File: config.mk
export PLATFORM = sky130hd
export DESIGN_NAME = uart_rx_cfg_flat
export DESIGN_NICKNAME = d
export VERILOG_FILES = /design/src/rtl/uart_rx_cfg_if.sv /design/src/rtl/uart_rx_cfg.sv /design/src/flat_wrapper.sv
export SDC_FILE = /design/constraint.sdc
export NUM_CORES = 1
export LEC_CHECK = 0
export BUFFER_PORTS_ARGS = -buffer_cell sky130_fd_sc_hd__buf_2
export CORE_ASPECT_RATIO = 0.6
export CORE_MARGIN = 8
export CORE_UTILIZATION = 61
export CTS_BUF_LIST = sky130_fd_sc_hd__clkbuf_8
export DETAILED_ROUTE_END_ITERATION = 8
export PLACE_DENSITY = 0.82
export SETUP_SLACK_MARGIN = 0.02
export SLEW_MARGIN = 40
export SYNTH_ARGS = -nofsm -noshare
export SYNTH_HDL_FRONTEND = slang
export SYNTH_SLANG_ARGS = --single-unit
File: constraint.sdc
create_clock -name i_clk -period 2.3 [get_ports i_clk]
set_input_delay 0.345 -clock i_clk [delete_from_list [all_inputs] [get_ports i_clk]]
set_output_delay 0.345 -clock i_clk [all_outputs]
set_load 0.01 [all_outputs]
File: src/rtl/uart_rx_cfg_if.sv
// Receiver-to-consumer bundle for uart_rx_cfg: received word, status flags and read strobe.
// master = receiver side, slave = consumer side.
interface uart_rx_cfg_if #(
  parameter int unsigned NB_DATA = 8
);
  logic               i_rd;
  logic [NB_DATA-1:0] o_dout;
  logic               o_rx_done;
  logic               o_valid;
  logic               o_parity_err;
  logic               o_frame_err;
  logic               o_break;
  logic               o_overrun;

  modport master (
    input  i_rd,
    output o_dout, o_rx_done, o_valid, o_parity_err, o_frame_err, o_break, o_overrun
  );

  modport slave (
    output i_rd,
    input  o_dout, o_rx_done, o_valid, o_parity_err, o_frame_err, o_break, o_overrun
  );
endinterface

File: src/rtl/uart_rx_cfg.sv
// Configurable UART receiver: oversampled bit timing, runtime parity and stop-bit count,
// 3-sample majority vote, error/break flags and a valid/read handshake with overrun.
module uart_rx_cfg #(
  parameter int unsigned NB_DATA     = 8,
  parameter int unsigned N_TICKS     = 16,
  parameter int unsigned NB_TICK_CNT = 4
) (
  input  logic              i_clk,
  input  logic              i_reset_n,
  input  logic              i_rx,
  input  logic              i_tick,
  input  logic [1:0]        i_parity,
  input  logic              i_stop2,
  uart_rx_cfg_if.master     io_bus
);
  typedef enum logic [2:0] {StIdle, StStart, StData, StParity, StStop} state_e;

  localparam logic [NB_TICK_CNT-1:0] S_HALF = NB_TICK_CNT'(N_TICKS / 2 - 1);
  localparam logic [NB_TICK_CNT-1:0] S_SMP0 = NB_TICK_CNT'(N_TICKS - 3);
  localparam logic [NB_TICK_CNT-1:0] S_SMP1 = NB_TICK_CNT'(N_TICKS - 2);
  localparam logic [NB_TICK_CNT-1:0] S_LAST = NB_TICK_CNT'(N_TICKS - 1);
  localparam logic [3:0]             N_LAST = 4'(NB_DATA - 1);

  state_e                 r_state;
  logic                   r_rx_meta, r_rxs, r_rx_prev;
  logic [NB_TICK_CNT-1:0] r_s;
  logic [3:0]             r_n;
  logic [1:0]             r_smp;
  logic [NB_DATA-1:0]     r_data;
  logic [1:0]             r_par_mode;
  logic                   r_stop2, r_par_bit, r_perr, r_ferr;
  logic [NB_DATA-1:0]     r_dout;
  logic                   r_rx_done, r_valid, r_parity_err, r_frame_err, r_break, r_overrun;

  logic w_bit, w_bit_end, w_par_en, w_perr, w_ferr_fin, w_commit;

  // Third sample is taken live on the bit's final tick.
  assign w_bit      = (r_smp[0] & r_smp[1]) | (r_smp[0] & r_rxs) | (r_smp[1] & r_rxs);
  assign w_bit_end  = i_tick && (r_s == S_LAST);
  assign w_par_en   = (r_par_mode == 2'b01) || (r_par_mode == 2'b10);
  assign w_perr     = ((^r_data) ^ w_bit) != (r_par_mode == 2'b10);
  assign w_ferr_fin = r_ferr | ~w_bit;
  assign w_commit   = (r_state == StStop) && w_bit_end && (r_n == (r_stop2 ? 4'd1 : 4'd0));

  always_ff @(posedge i_clk) begin
    if (!i_reset_n) begin
      r_rx_meta    <= 1'b1;
      r_rxs        <= 1'b1;
      r_rx_prev    <= 1'b1;
      r_state      <= StIdle;
      r_s          <= '0;
      r_n          <= '0;
      r_smp        <= '0;
      r_data       <= '0;
      r_par_mode   <= '0;
      r_stop2      <= 1'b0;
      r_par_bit    <= 1'b0;
      r_perr       <= 1'b0;
      r_ferr       <= 1'b0;
      r_dout       <= '0;
      r_rx_done    <= 1'b0;
      r_valid      <= 1'b0;
      r_parity_err <= 1'b0;
      r_frame_err  <= 1'b0;
      r_break      <= 1'b0;
      r_overrun    <= 1'b0;
    end else begin
      r_rx_meta <= i_rx;
      r_rxs     <= r_rx_meta;
      r_rx_prev <= r_rxs;
      r_rx_done <= w_commit;

      if ((r_state inside {StData, StParity, StStop}) && i_tick) begin
        if (r_s == S_SMP0) r_smp[0] <= r_rxs;
        if (r_s == S_SMP1) r_smp[1] <= r_rxs;
        r_s <= w_bit_end ? '0 : r_s + 1'b1;
      end

      unique case (r_state)
        StIdle: begin
          // Edge, not level: a line parked low after a break cannot restart a frame.
          if (r_rx_prev && !r_rxs) begin
            r_state    <= StStart;
            r_s        <= '0;
            r_par_mode <= i_parity;
            r_stop2    <= i_stop2;
            r_par_bit  <= 1'b0;
            r_perr     <= 1'b0;
            r_ferr     <= 1'b0;
          end
        end
        StStart: begin
          if (i_tick) begin
            if (r_s == S_HALF) begin
              r_s     <= '0;
              r_n     <= '0;
              r_state <= r_rxs ? StIdle : StData;
            end else begin
              r_s <= r_s + 1'b1;
            end
          end
        end
        StData: begin
          if (w_bit_end) begin
            r_data <= {w_bit, r_data[NB_DATA-1:1]};
            if (r_n == N_LAST) begin
              r_n     <= '0;
              r_state <= w_par_en ? StParity : StStop;
            end else begin
              r_n <= r_n + 1'b1;
            end
          end
        end
        StParity: begin
          if (w_bit_end) begin
            r_par_bit <= w_bit;
            r_perr    <= w_perr;
            r_state   <= StStop;
          end
        end
        StStop: begin
          if (w_bit_end) begin
            r_ferr <= w_ferr_fin;
            if (w_commit) begin
              r_dout       <= r_data;
              r_parity_err <= r_perr;
              r_frame_err  <= w_ferr_fin;
              r_break      <= (r_data == '0) && !r_par_bit && w_ferr_fin;
              r_state      <= StIdle;
            end else begin
              r_n <= r_n + 1'b1;
            end
          end
        end
        default: r_state <= StIdle;
      endcase

      // A commit beats a same-cycle read: data stays valid and no overrun is flagged.
      if (w_commit) begin
        r_valid   <= 1'b1;
        r_overrun <= io_bus.i_rd ? 1'b0 : (r_overrun | r_valid);
      end else if (io_bus.i_rd) begin
        r_valid   <= 1'b0;
        r_overrun <= 1'b0;
      end
    end
  end

  assign io_bus.o_dout       = r_dout;
  assign io_bus.o_rx_done    = r_rx_done;
  assign io_bus.o_valid      = r_valid;
  assign io_bus.o_parity_err = r_parity_err;
  assign io_bus.o_frame_err  = r_frame_err;
  assign io_bus.o_break      = r_break;
  assign io_bus.o_overrun    = r_overrun;
endmodule
File: src/flat_wrapper.sv
// flat-port wrapper written by rule: the top's interface ports become plain ports
module uart_rx_cfg_flat 
#(
  parameter int unsigned NB_DATA     = 8,
  parameter int unsigned N_TICKS     = 16,
  parameter int unsigned NB_TICK_CNT = 4
)
  (i_clk, i_reset_n, i_rx, i_tick, i_parity, i_stop2, io_bus_i_rd, io_bus_o_dout, io_bus_o_rx_done, io_bus_o_valid, io_bus_o_parity_err, io_bus_o_frame_err, io_bus_o_break, io_bus_o_overrun);
  uart_rx_cfg_if #(.NB_DATA(NB_DATA)) io_bus_i ();
  input  logic i_clk;
  input  logic i_reset_n;
  input  logic i_rx;
  input  logic i_tick;
  input  logic [1:0] i_parity;
  input  logic i_stop2;
  input wire logic [$bits(io_bus_i.i_rd)-1:0] io_bus_i_rd;
  output wire logic [$bits(io_bus_i.o_dout)-1:0] io_bus_o_dout;
  output wire logic [$bits(io_bus_i.o_rx_done)-1:0] io_bus_o_rx_done;
  output wire logic [$bits(io_bus_i.o_valid)-1:0] io_bus_o_valid;
  output wire logic [$bits(io_bus_i.o_parity_err)-1:0] io_bus_o_parity_err;
  output wire logic [$bits(io_bus_i.o_frame_err)-1:0] io_bus_o_frame_err;
  output wire logic [$bits(io_bus_i.o_break)-1:0] io_bus_o_break;
  output wire logic [$bits(io_bus_i.o_overrun)-1:0] io_bus_o_overrun;
  assign io_bus_i.i_rd = io_bus_i_rd;
  assign io_bus_o_dout = io_bus_i.o_dout;
  assign io_bus_o_rx_done = io_bus_i.o_rx_done;
  assign io_bus_o_valid = io_bus_i.o_valid;
  assign io_bus_o_parity_err = io_bus_i.o_parity_err;
  assign io_bus_o_frame_err = io_bus_i.o_frame_err;
  assign io_bus_o_break = io_bus_i.o_break;
  assign io_bus_o_overrun = io_bus_i.o_overrun;
  uart_rx_cfg #(.NB_DATA(NB_DATA), .N_TICKS(N_TICKS), .NB_TICK_CNT(NB_TICK_CNT)) u_core (.i_clk(i_clk), .i_reset_n(i_reset_n), .i_rx(i_rx), .i_tick(i_tick), .i_parity(i_parity), .i_stop2(i_stop2), .io_bus(io_bus_i));
endmodule
==> After elaboration in Yosys (flattened, before gate mapping) <==
Cells that the tools add are included.
{ "totals": {"input_bits": 8, "reg_bits": 44} }
{ "op_classes": {"n_reduce_logical": 27, "addsub": 2, "n_eq_ne": 22, "muxes": 36, "n_bitwise": 9} }
{ "ops": {"columns": ["op", "count"], "rows": [
  ["$mux W4", 11],
  ["$mux W3", 9],
  ["$pmux W3 S5", 1],
  ["$eq A4 B4 Y1 const B", 3],
  ["$ne A2 B1 Y1 const B", 6],
  ["$pmux W4 S3", 1],
  ["$mux W1", 9],
  ["$reduce_and A3 Y1", 3],
  ["$add A4 B1 Y4 const B", 2],
  ["$eq A4 B3 Y1 const B", 2],
  ["$logic_not A8 Y1", 1],
  ["$pmux W4 S2", 1],
  ["$reduce_and A2 Y1", 4],
  ["$reduce_and A8 Y1", 1],
  ["$reduce_xor A8 Y1", 1],
  ["$logic_and A1 B1 Y1", 7],
  ["$eq A3 B2 Y1 const B", 2],
  ["$ne A2 B2 Y1 const B", 3],
  ["$pmux W1 S2", 3],
  ["$reduce_and A6 Y1", 1],
  ["$reduce_bool A2 Y1", 3],
  ["$reduce_bool A3 Y1", 2],
  ["$eq A4 B4 Y1", 1],
  ["$or A1 B1 Y1", 4],
  ["other kinds (12)", 15]
]} }

==> Longest topological paths before layout <==
Gate-level depths: netlist of the first run.
{ "depth": {"depth_word": 7, "ltp_mapped": 8} }

==> Least setup slack after synthesis of the first run <==
OpenSTA, ideal clock, no wires.
{ "synth_timing": {"path_type": "reg2reg", "startpoint": "reg u_core.r_s[0]", "endpoint": "reg u_core.r_n[3]", "path_stages_with_launch": 8, "arrival_ns": 1.829, "setup_time_ns": 0.070, "period_less_slack_ns": 1.900, "path_slack_ns": 0.400, "path_cell_list": "dfxtp_1 -> ha_1 -> and4_1 -> buf_2 -> a31oi_4 -> o22ai_2 -> or4_1 -> a21oi_1"} }
{ "synth_between": {"elab_chain_cells": 6} }
{ "synth_lines": {"columns": ["item", "line", "text"], "rows": [
  ["start: declaration", "uart_rx_cfg.sv:26", "logic [NB_TICK_CNT-1:0] r_s;"],
  ["start signal: assignment", "uart_rx_cfg.sv:76", "r_s <= w_bit_end ? '0 : r_s + 1'b1;"],
  ["start signal: assignment", "uart_rx_cfg.sv:99", "r_s <= r_s + 1'b1;"],
  ["$eq A4 B4 Y1", "uart_rx_cfg.sv:39", "assign w_bit_end = i_tick && (r_s == S_LAST);"],
  ["$logic_and A1 B1 Y1", "uart_rx_cfg.sv:39", null],
  ["$logic_and A1 B1 Y1 (2 in a row)", "uart_rx_cfg.sv:43", "assign w_commit = (r_state == StStop) && w_bit_end && (r_n == (r_stop2 ? 4'd1 : 4'd0));"],
  ["$ne A2 B2 Y1 (no line)", null, null],
  ["$reduce_and A6 Y1 (no line) (*)", null, null],
  ["end signal: assignment", "uart_rx_cfg.sv:110", "r_n <= r_n + 1'b1;"],
  ["end signal: assignment", "uart_rx_cfg.sv:131", "r_n <= r_n + 1'b1;"],
  ["end: declaration", "uart_rx_cfg.sv:27", "logic [3:0] r_n;"]
]} }
Mark *: on every way between the ends. The rest lies on a longest branch, timed or not.
A chain may end at the register's enable or synchronous reset.

==> Final worst setup path of the first run <==
{ "layout_timing": {"startpoint": "reg u_core.r_state[2]", "endpoint": "reg u_core.r_s[1]"} }
{ "layout_between": {"elab_chain_cells": 6} }
{ "layout_lines": {"columns": ["item", "line", "text"], "rows": [
  ["start: declaration", "uart_rx_cfg.sv:24", "state_e r_state;"],
  ["start signal: assignment", "uart_rx_cfg.sv:50", "r_state <= StIdle;"],
  ["start signal: assignment", "uart_rx_cfg.sv:83", "r_state <= StStart;"],
  ["start signal: assignment", "uart_rx_cfg.sv:97", "r_state <= r_rxs ? StIdle : StData;"],
  ["$eq A3 B2 Y1 / $eq A3 B3 Y1 (equally long branches)", "uart_rx_cfg.sv:73", "if ((r_state inside {StData, StParity, StStop}) && i_tick) begin"],
  ["$reduce_bool A3 Y1", "uart_rx_cfg.sv:73", null],
  ["$logic_and A1 B1 Y1", "uart_rx_cfg.sv:73", null],
  ["$mux W4", "uart_rx_cfg.sv:73", null],
  ["$mux W4, on equally long branches", "uart_rx_cfg.sv:93, uart_rx_cfg.sv:82", null],
  ["$pmux W4 S2 (*)", "uart_rx_cfg.sv:79", "unique case (r_state)"]
]} }
Marked as above.

==> results.cfg, run 1 <==
[outcome]
result_of_the_run = completed

[clocking]
clk_root_buffer_cell = sky130_fd_sc_hd__clkbuf_8
path_clk_slew_ps = 80
tritoncts.num_buffers = 5
cts_sinks = 44
clk_latency_ps = 300
hold_buffers = 0
clock_tree.buffer_depth = 2
tritoncts = built
cts.htree.levels = 2

[run]
drv.max_cap_violation_count = 0

[pwr]
p_leak_nw = 0.9627
power.density_nw_per_um2 = 660.3
vdd_drop_max_v = 0.0004265

[critical_path]
critical-path-max-stage-delay_ps = 580
critical_path.most_common_cell = sky130_fd_sc_hd__a21oi_1
worstSetupPathType = reg -> reg
worstSetupEndpointType = flop
path_buf_inv = 0
required_worst_endpoint_ps = 2530
cp_slowest_cell = sky130_fd_sc_hd__dfxtp_1
cpLargestDelayFamily = simple AND/OR/NAND/NOR gates
worst_r2r_path_depth = 5
cp-start-kind = flop
timing.critical_path.arrival_ps = 2360
timing.critical_path.cells = nor3b_1 -> o21a_1 -> a21oi_1 -> or2_2 -> a21oi_1
cp.depth = 5
timing.critical_path.fanout_max = 11

[global_routing]
antenna_found_initial = 0
globalRouteTotalUtil_pct = 17.41
grt_pass1_wl_um = 8211
globalRouteOverflowTotal = 0
via_count_of_the_first_global_routing_pass = 1711
grt_start_max_net_pins = 35

[place]
place.detailed.hpwl_um = 3607
place_congestion = 0.9397
port_buffer_count = 21

[yosys]
fraction_of_the_mapped_netlist_area_in_compound_gates_pct = 16.41
synth_top_area_share_pct = 40.11
netlist_area_um2 = 2196
synth.most_common_cell = sky130_fd_sc_hd__dfxtp_1
post_synth_mux_area_share_pct = 3.704
postSynthRegisterBits = 44
ys_top_cells_by_area = sky130_fd_sc_hd__dfxtp_1 40%, sky130_fd_sc_hd__a21oi_1 7.5%, sky130_fd_sc_hd__nor2_1 5.6%
synth_commonest_cells = 44 x sky130_fd_sc_hd__dfxtp_1, 33 x sky130_fd_sc_hd__a21oi_1, 33 x sky130_fd_sc_hd__nor2_1
synth_sequential_area_ratio_pct = 40.11
syn_inst = 266
post_synth_num_cell_types = 49
synth_fa_ha_area_share_pct = 5.584
asyncSetResetFlopFracSynth_pct = 0
ys_dominant_reg_cell = sky130_fd_sc_hd__dfxtp_1
net_count_after_synthesis = 283
synth_xor_area_share_pct = 2.792
area_share_of_and_or_nand_nor_cells_after_synthesis_pct = 25.64
synth_area_leader_cell = sky130_fd_sc_hd__dfxtp_1
synth_edf_count = 0
synth_area_per_cell_um2 = 8.255
largest_family_of_logic_cells_by_synthesized_area = simple AND/OR/NAND/NOR gates
yosys_warnings = 0

[sta]
report.final.slew_viol_count = 0
post-route-min-period_ps = 2121
finalSetupViolations = 0
final_cycle_share_pct = 92.24
tightest_slew_ps = 565.8
timing.final.hold_violations = 0
slew-limit-headroom_pct = 62.20
fin_tns_setup_ps = 0
grt_setup_unrepaired = yes
clock_skew_ps = 5.991
maxClockFrequency_ghz = 0.4714

[layout]
fillers = 310
antenna_cells_inserted = 0
multi_input_area_um2 = 1195
synthToLayoutAreaGrowth_pct = 11.17
sequential_cell_area_um2 = 880.8
final_net_count = 303
fin_util_pct = 68.72
drive_above_1_share_pct = 16.38

[floorplan]
chipWidth_um = 93.46
rows = 17
top_level_ports = 22
height_of_the_die_um = 62.48
floorplan.initialDensity_pct = 61.82
core_area_um2 = 3552
floorplan.die_area_um2 = 5839

[route]
final_routed_wirelength_um = 4906
dr.first_iter.drc_count = 219
via_density_per_instance = 5.781
drt-wirelength-per-cell_um = 14.69
drtAntennaViolNets = 0
drt_pass1_iterations = 4
drc = 0
route.vias.total = 1931

[worst_hold_path]
cell_count_of_the_worst_hold_path = 2
hold_path_class = in -> reg
-- state kept, by name, indices dropped and copies added (netlist names) --
name and flops:
u_core.io_bus.o_break 1, u_core.io_bus.o_dout 8, u_core.io_bus.o_frame_err 1, u_core.io_bus.o_overrun 1, u_core.io_bus.o_parity_err 1, u_core.io_bus.o_rx_done 1, u_core.io_bus.o_valid 1, u_core.r_data 8
u_core.r_ferr 1, u_core.r_n 4, u_core.r_par_bit 1, u_core.r_par_mode 2, u_core.r_perr 1, u_core.r_rx_meta 1, u_core.r_rx_prev 1, u_core.r_rxs 1
u_core.r_s 4, u_core.r_smp 2, u_core.r_state 3, u_core.r_stop2 1
-- layout make-up --
cell class	instances	area share [%]
clock inverter	2	0.4100
multi-input combinational	192	48.95
inverter	15	2.307
timing repair buffer	28	6.458
tap	47	2.409
sequential	44	36.08
clock buffer	6	3.383
-- through the flow --
step           setup slack, ps  power [mW]  cell area (um2)  instances  hold slack, ps
6_report                 178.6       1.612             2441        334           214.2
3_3_place_gp             321.7       1.105             2342        326           390.9
3_5_place_dp             234.0       1.114             2342        326           390.9
5_1_grt                  22.41       1.693             2441        334           204.4
4_1_cts                  213.5       1.612             2435        334           210.6
2_1_floorplan            400.4       1.050             2196        266           386.3
-- placed cells by master, fill, tap and decap left out, types with 9 or more instances in the layout --
cell,n
sky130_fd_sc_hd__a21oi_1,33
sky130_fd_sc_hd__buf_2,21
sky130_fd_sc_hd__dfxtp_1,44
sky130_fd_sc_hd__ha_1,9
sky130_fd_sc_hd__inv_1,14
sky130_fd_sc_hd__nand2_1,17
sky130_fd_sc_hd__nand3_1,14
sky130_fd_sc_hd__nor2_1,33
sky130_fd_sc_hd__o21ai_0,10
-- logic make-up after synthesis --
logic type	Yosys count
adder cells (fa/ha/maj)	10
AND/OR/NAND/NOR	108
flip-flops	44
multiplexers	8
XOR/XNOR	7
AO/OA/AOI/OAI	59
buffers and inverters	30
-- power by group --
part / switching (mW) / internal, mW / total (mW)
logic: 0.170 / 0.115 / 0.285
clock network: 0.259 / 0.240 / 0.499
registers: 0.0468 / 0.781 / 0.828
total: 0.476 / 1.14 / 1.61
-- path summary, 6_finish.rpt --
check | start | to | slack, ps
worst max-delay path | u_core.r_state[2] | u_core.r_s[1] | 180
worst min-delay path | io_bus_i_rd | u_core.io_bus.o_overrun | 210
worst min register to register | u_core.r_rx_meta | u_core.r_rxs | 410
worst max register to register | u_core.r_state[2] | u_core.r_s[1] | 180
-- routing by layer --
| layer | track usage, % | vias up | part of all wire (%) |
|---|---|---|---|
| met4 | 7.186 | 0 | 1.5 |
| li1 | - | 963 | - |
| met1 | 24.30 | 897 | 48 |
| met2 | 23.73 | 63 | 42 |
| met3 | 5.396 | 8 | 8.4 |
| met5 | 0 | - | 0 |
-- what timing repair did --
| item | CTS | global route |
|---|---|---|
| setup endpoints to repair | 0 | 1 |
| resized for setup | 0 | 1 |
| buffers inserted | 0 | 0 |
No activity file was read; power rests on OpenSTA's default activity.
==> run 2, diff against run 1 <==
--- a/config.mk
+++ b/config.mk
@@ -11,6 +11,7 @@
 export CORE_UTILIZATION = 61
 export CTS_BUF_LIST = sky130_fd_sc_hd__clkbuf_8
 export DETAILED_ROUTE_END_ITERATION = 8
+export MAX_ROUTING_LAYER = met4
 export PLACE_DENSITY = 0.82
 export SETUP_SLACK_MARGIN = 0.02
 export SLEW_MARGIN = 40
==> run 2 against run 1 <==
Net effect:
- wire length rose by 1.8%
- non-clock buffer count rose by 1
- sequential share of layout area fell by 0.65 points
- hold slack improved by 4.4 ps
- global-route usage rose by 0.65 points
- largest cell class unchanged
==> results.cfg, run 2 (same netlist as run 1, synthesis figures left out) <==
[sta]
fin_tns_setup_ps = 0
maxClockFrequency_ghz = 0.4748
final_cycle_share_pct = 91.57
finalSetupViolations = 0
hold_slack_ps = 218.6
grt_setup_unrepaired = no
timing.final.hold_violations = 0
tightest_slew_ps = 507.8
post-route-min-period_ps = 2106
min_setup_slack_post_route_ps = 194.0
report.final.slew_viol_count = 0
clock_skew_ps = 7.694
slew-limit-headroom_pct = 66.08

[pwr]
vdd_drop_max_v = 0.0005720
p_leak_nw = 0.9815
fin_total_pwr_mw = 1.797
power.density_nw_per_um2 = 722.7

[critical_path]
worst_setup_path_startpoint = u_core.r_state[0]
timing.critical_path.arrival_ps = 2330
rr_startpoint = u_core.r_state[0]
worstSetupEndpointType = flop
timing.reg2reg.setup_slack_ps = 190
worstSetupPathType = reg -> reg
worst_r2r_path_depth = 6
r2r-end = u_core.r_state[1]
required_worst_endpoint_ps = 2530
cp-start-kind = flop
timing.critical_path.fanout_max = 15

[place]
place.detailed.hpwl_um = 3563
pre_cts_ws_ps = 215.9
port_buffer_count = 21
place_congestion = 0.9709

[layout]
antenna_cells_inserted = 0
multi_input_area_um2 = 1196
fillers = 291
mostFrequentLayoutCells = 44 x sky130_fd_sc_hd__dfxtp_1, 33 x sky130_fd_sc_hd__a21oi_1, 33 x sky130_fd_sc_hd__nor2_1, 21 x sky130_fd_sc_hd__buf_2, 17 x sky130_fd_sc_hd__nand2_1
drive_above_1_share_pct = 16.72
synthToLayoutAreaGrowth_pct = 13.22
layout_commonest_cell = sky130_fd_sc_hd__dfxtp_1
sequential_cell_area_um2 = 880.8
final_net_count = 304

[clocking]
clock_tree.buffer_depth = 2
clk_latency_ps = 290
tritoncts = built
cts_sinks = 44
cts.repair_timing.setup_buffer_count = 0
tritoncts.num_buffers = 5
cts_resized = 0
hold_buffers = 0
path_clk_slew_ps = 80
cts.htree.levels = 2
clk_root_buffer_cell = sky130_fd_sc_hd__clkbuf_8

[route]
dr.first_iter.drc_count = 284
final_routed_wirelength_um = 4996
drt-wirelength-per-cell_um = 14.96
route.vias.total = 1943
drt_pass1_iterations = 5
drc = 0
drtAntennaViolNets = 0
via_density_per_instance = 5.817

[floorplan]
floorplan.initialDensity_pct = 61.82
chipWidth_um = 93.46
rows = 17
height_of_the_die_um = 62.48
top_level_ports = 22
core_area_um2 = 3552
floorplan.die_area_um2 = 5839

[run]
drv.max_cap_violation_count = 0

[global_routing]
via_count_of_the_first_global_routing_pass = 1777
antenna_found_initial = 0
globalRouteTotalUtil_pct = 18.06
globalRouteOverflowTotal = 0
grt_start_max_net_pins = 35
grt_pass1_wl_um = 8411

[worst_hold_path]
min_from = io_bus_i_rd
timing.hold.worst_endpoint = u_core.io_bus.o_overrun
hold_path_class = in -> reg
cell_count_of_the_worst_hold_path = 2

[outcome]
result_of_the_run = completed
-- run 2: cell type report --
| class | count | share of cell area [%] |
|---|---|---|
| Clock buffer | 5 | 2.768 |
| Clock inverter | 2 | 2.416 |
| Inverter | 15 | 2.265 |
| Multi-Input combinational cell | 192 | 48.11 |
| Sequential cell | 44 | 35.43 |
| Tap cell | 47 | 2.365 |
| Timing Repair Buffer | 29 | 6.643 |
-- run 2: worst max-delay path by stage --
| stage | end | slack (ps) | cells after the start |
|---|---|---|---|
| 3_3_place_gp | u_core.r_state[1] | 290 | 6 |
| 4_1_cts | u_core.r_state[1] | 170 | 6 |
| 5_1_grt | u_core.r_n[3] | 30 | 5 |
| 2_1_floorplan | u_core.r_n[3] | 400 | 7 |
| 3_5_place_dp | u_core.r_state[1] | 220 | 6 |
| 6_report | u_core.r_state[1] | 190 | 6 |
-- run 2: critical path, cell delays in order (launching register included) --
cell and delay (ps):
sky130_fd_sc_hd__dfxtp_1 630, sky130_fd_sc_hd__nor3b_1 170, sky130_fd_sc_hd__buf_4 210, sky130_fd_sc_hd__a22oi_1 200, sky130_fd_sc_hd__o21ai_0 200, sky130_fd_sc_hd__or4_1 500
sky130_fd_sc_hd__a21oi_1 130
-- run 2: power breakdown --
| group | switching (mW) | internal [mW] | leakage (nW) |
|---|---|---|---|
| clock network | 0.254 | 0.428 | 0.0642 |
| logic | 0.170 | 0.115 | 0.562 |
| registers | 0.0496 | 0.781 | 0.355 |
-- run 2: per-layer routing --
metal / vias up / wire length [um] / part of all wire (%) / global-route usage [%]
li1: 971 / - / - / -
met1: 895 / 2510 / 50 / 24.91
met2: 64 / 2080 / 42 / 25.22
met3: 13 / 330 / 6.6 / 4.436
met4: 0 / 74 / 1.5 / 4.990
met5: - / 0 / 0 / -
-- run 2: metrics by stage --
stage / utilization, % / cells / instance area (um2)
after floorplan: - / 266 / 2196
after global placement: 66.15 / 327 / 2350
after detailed placement: 66.15 / 327 / 2350
after CTS: 69.78 / 334 / 2479
after global routing: 69.99 / 334 / 2486
final: 69.99 / 334 / 2486
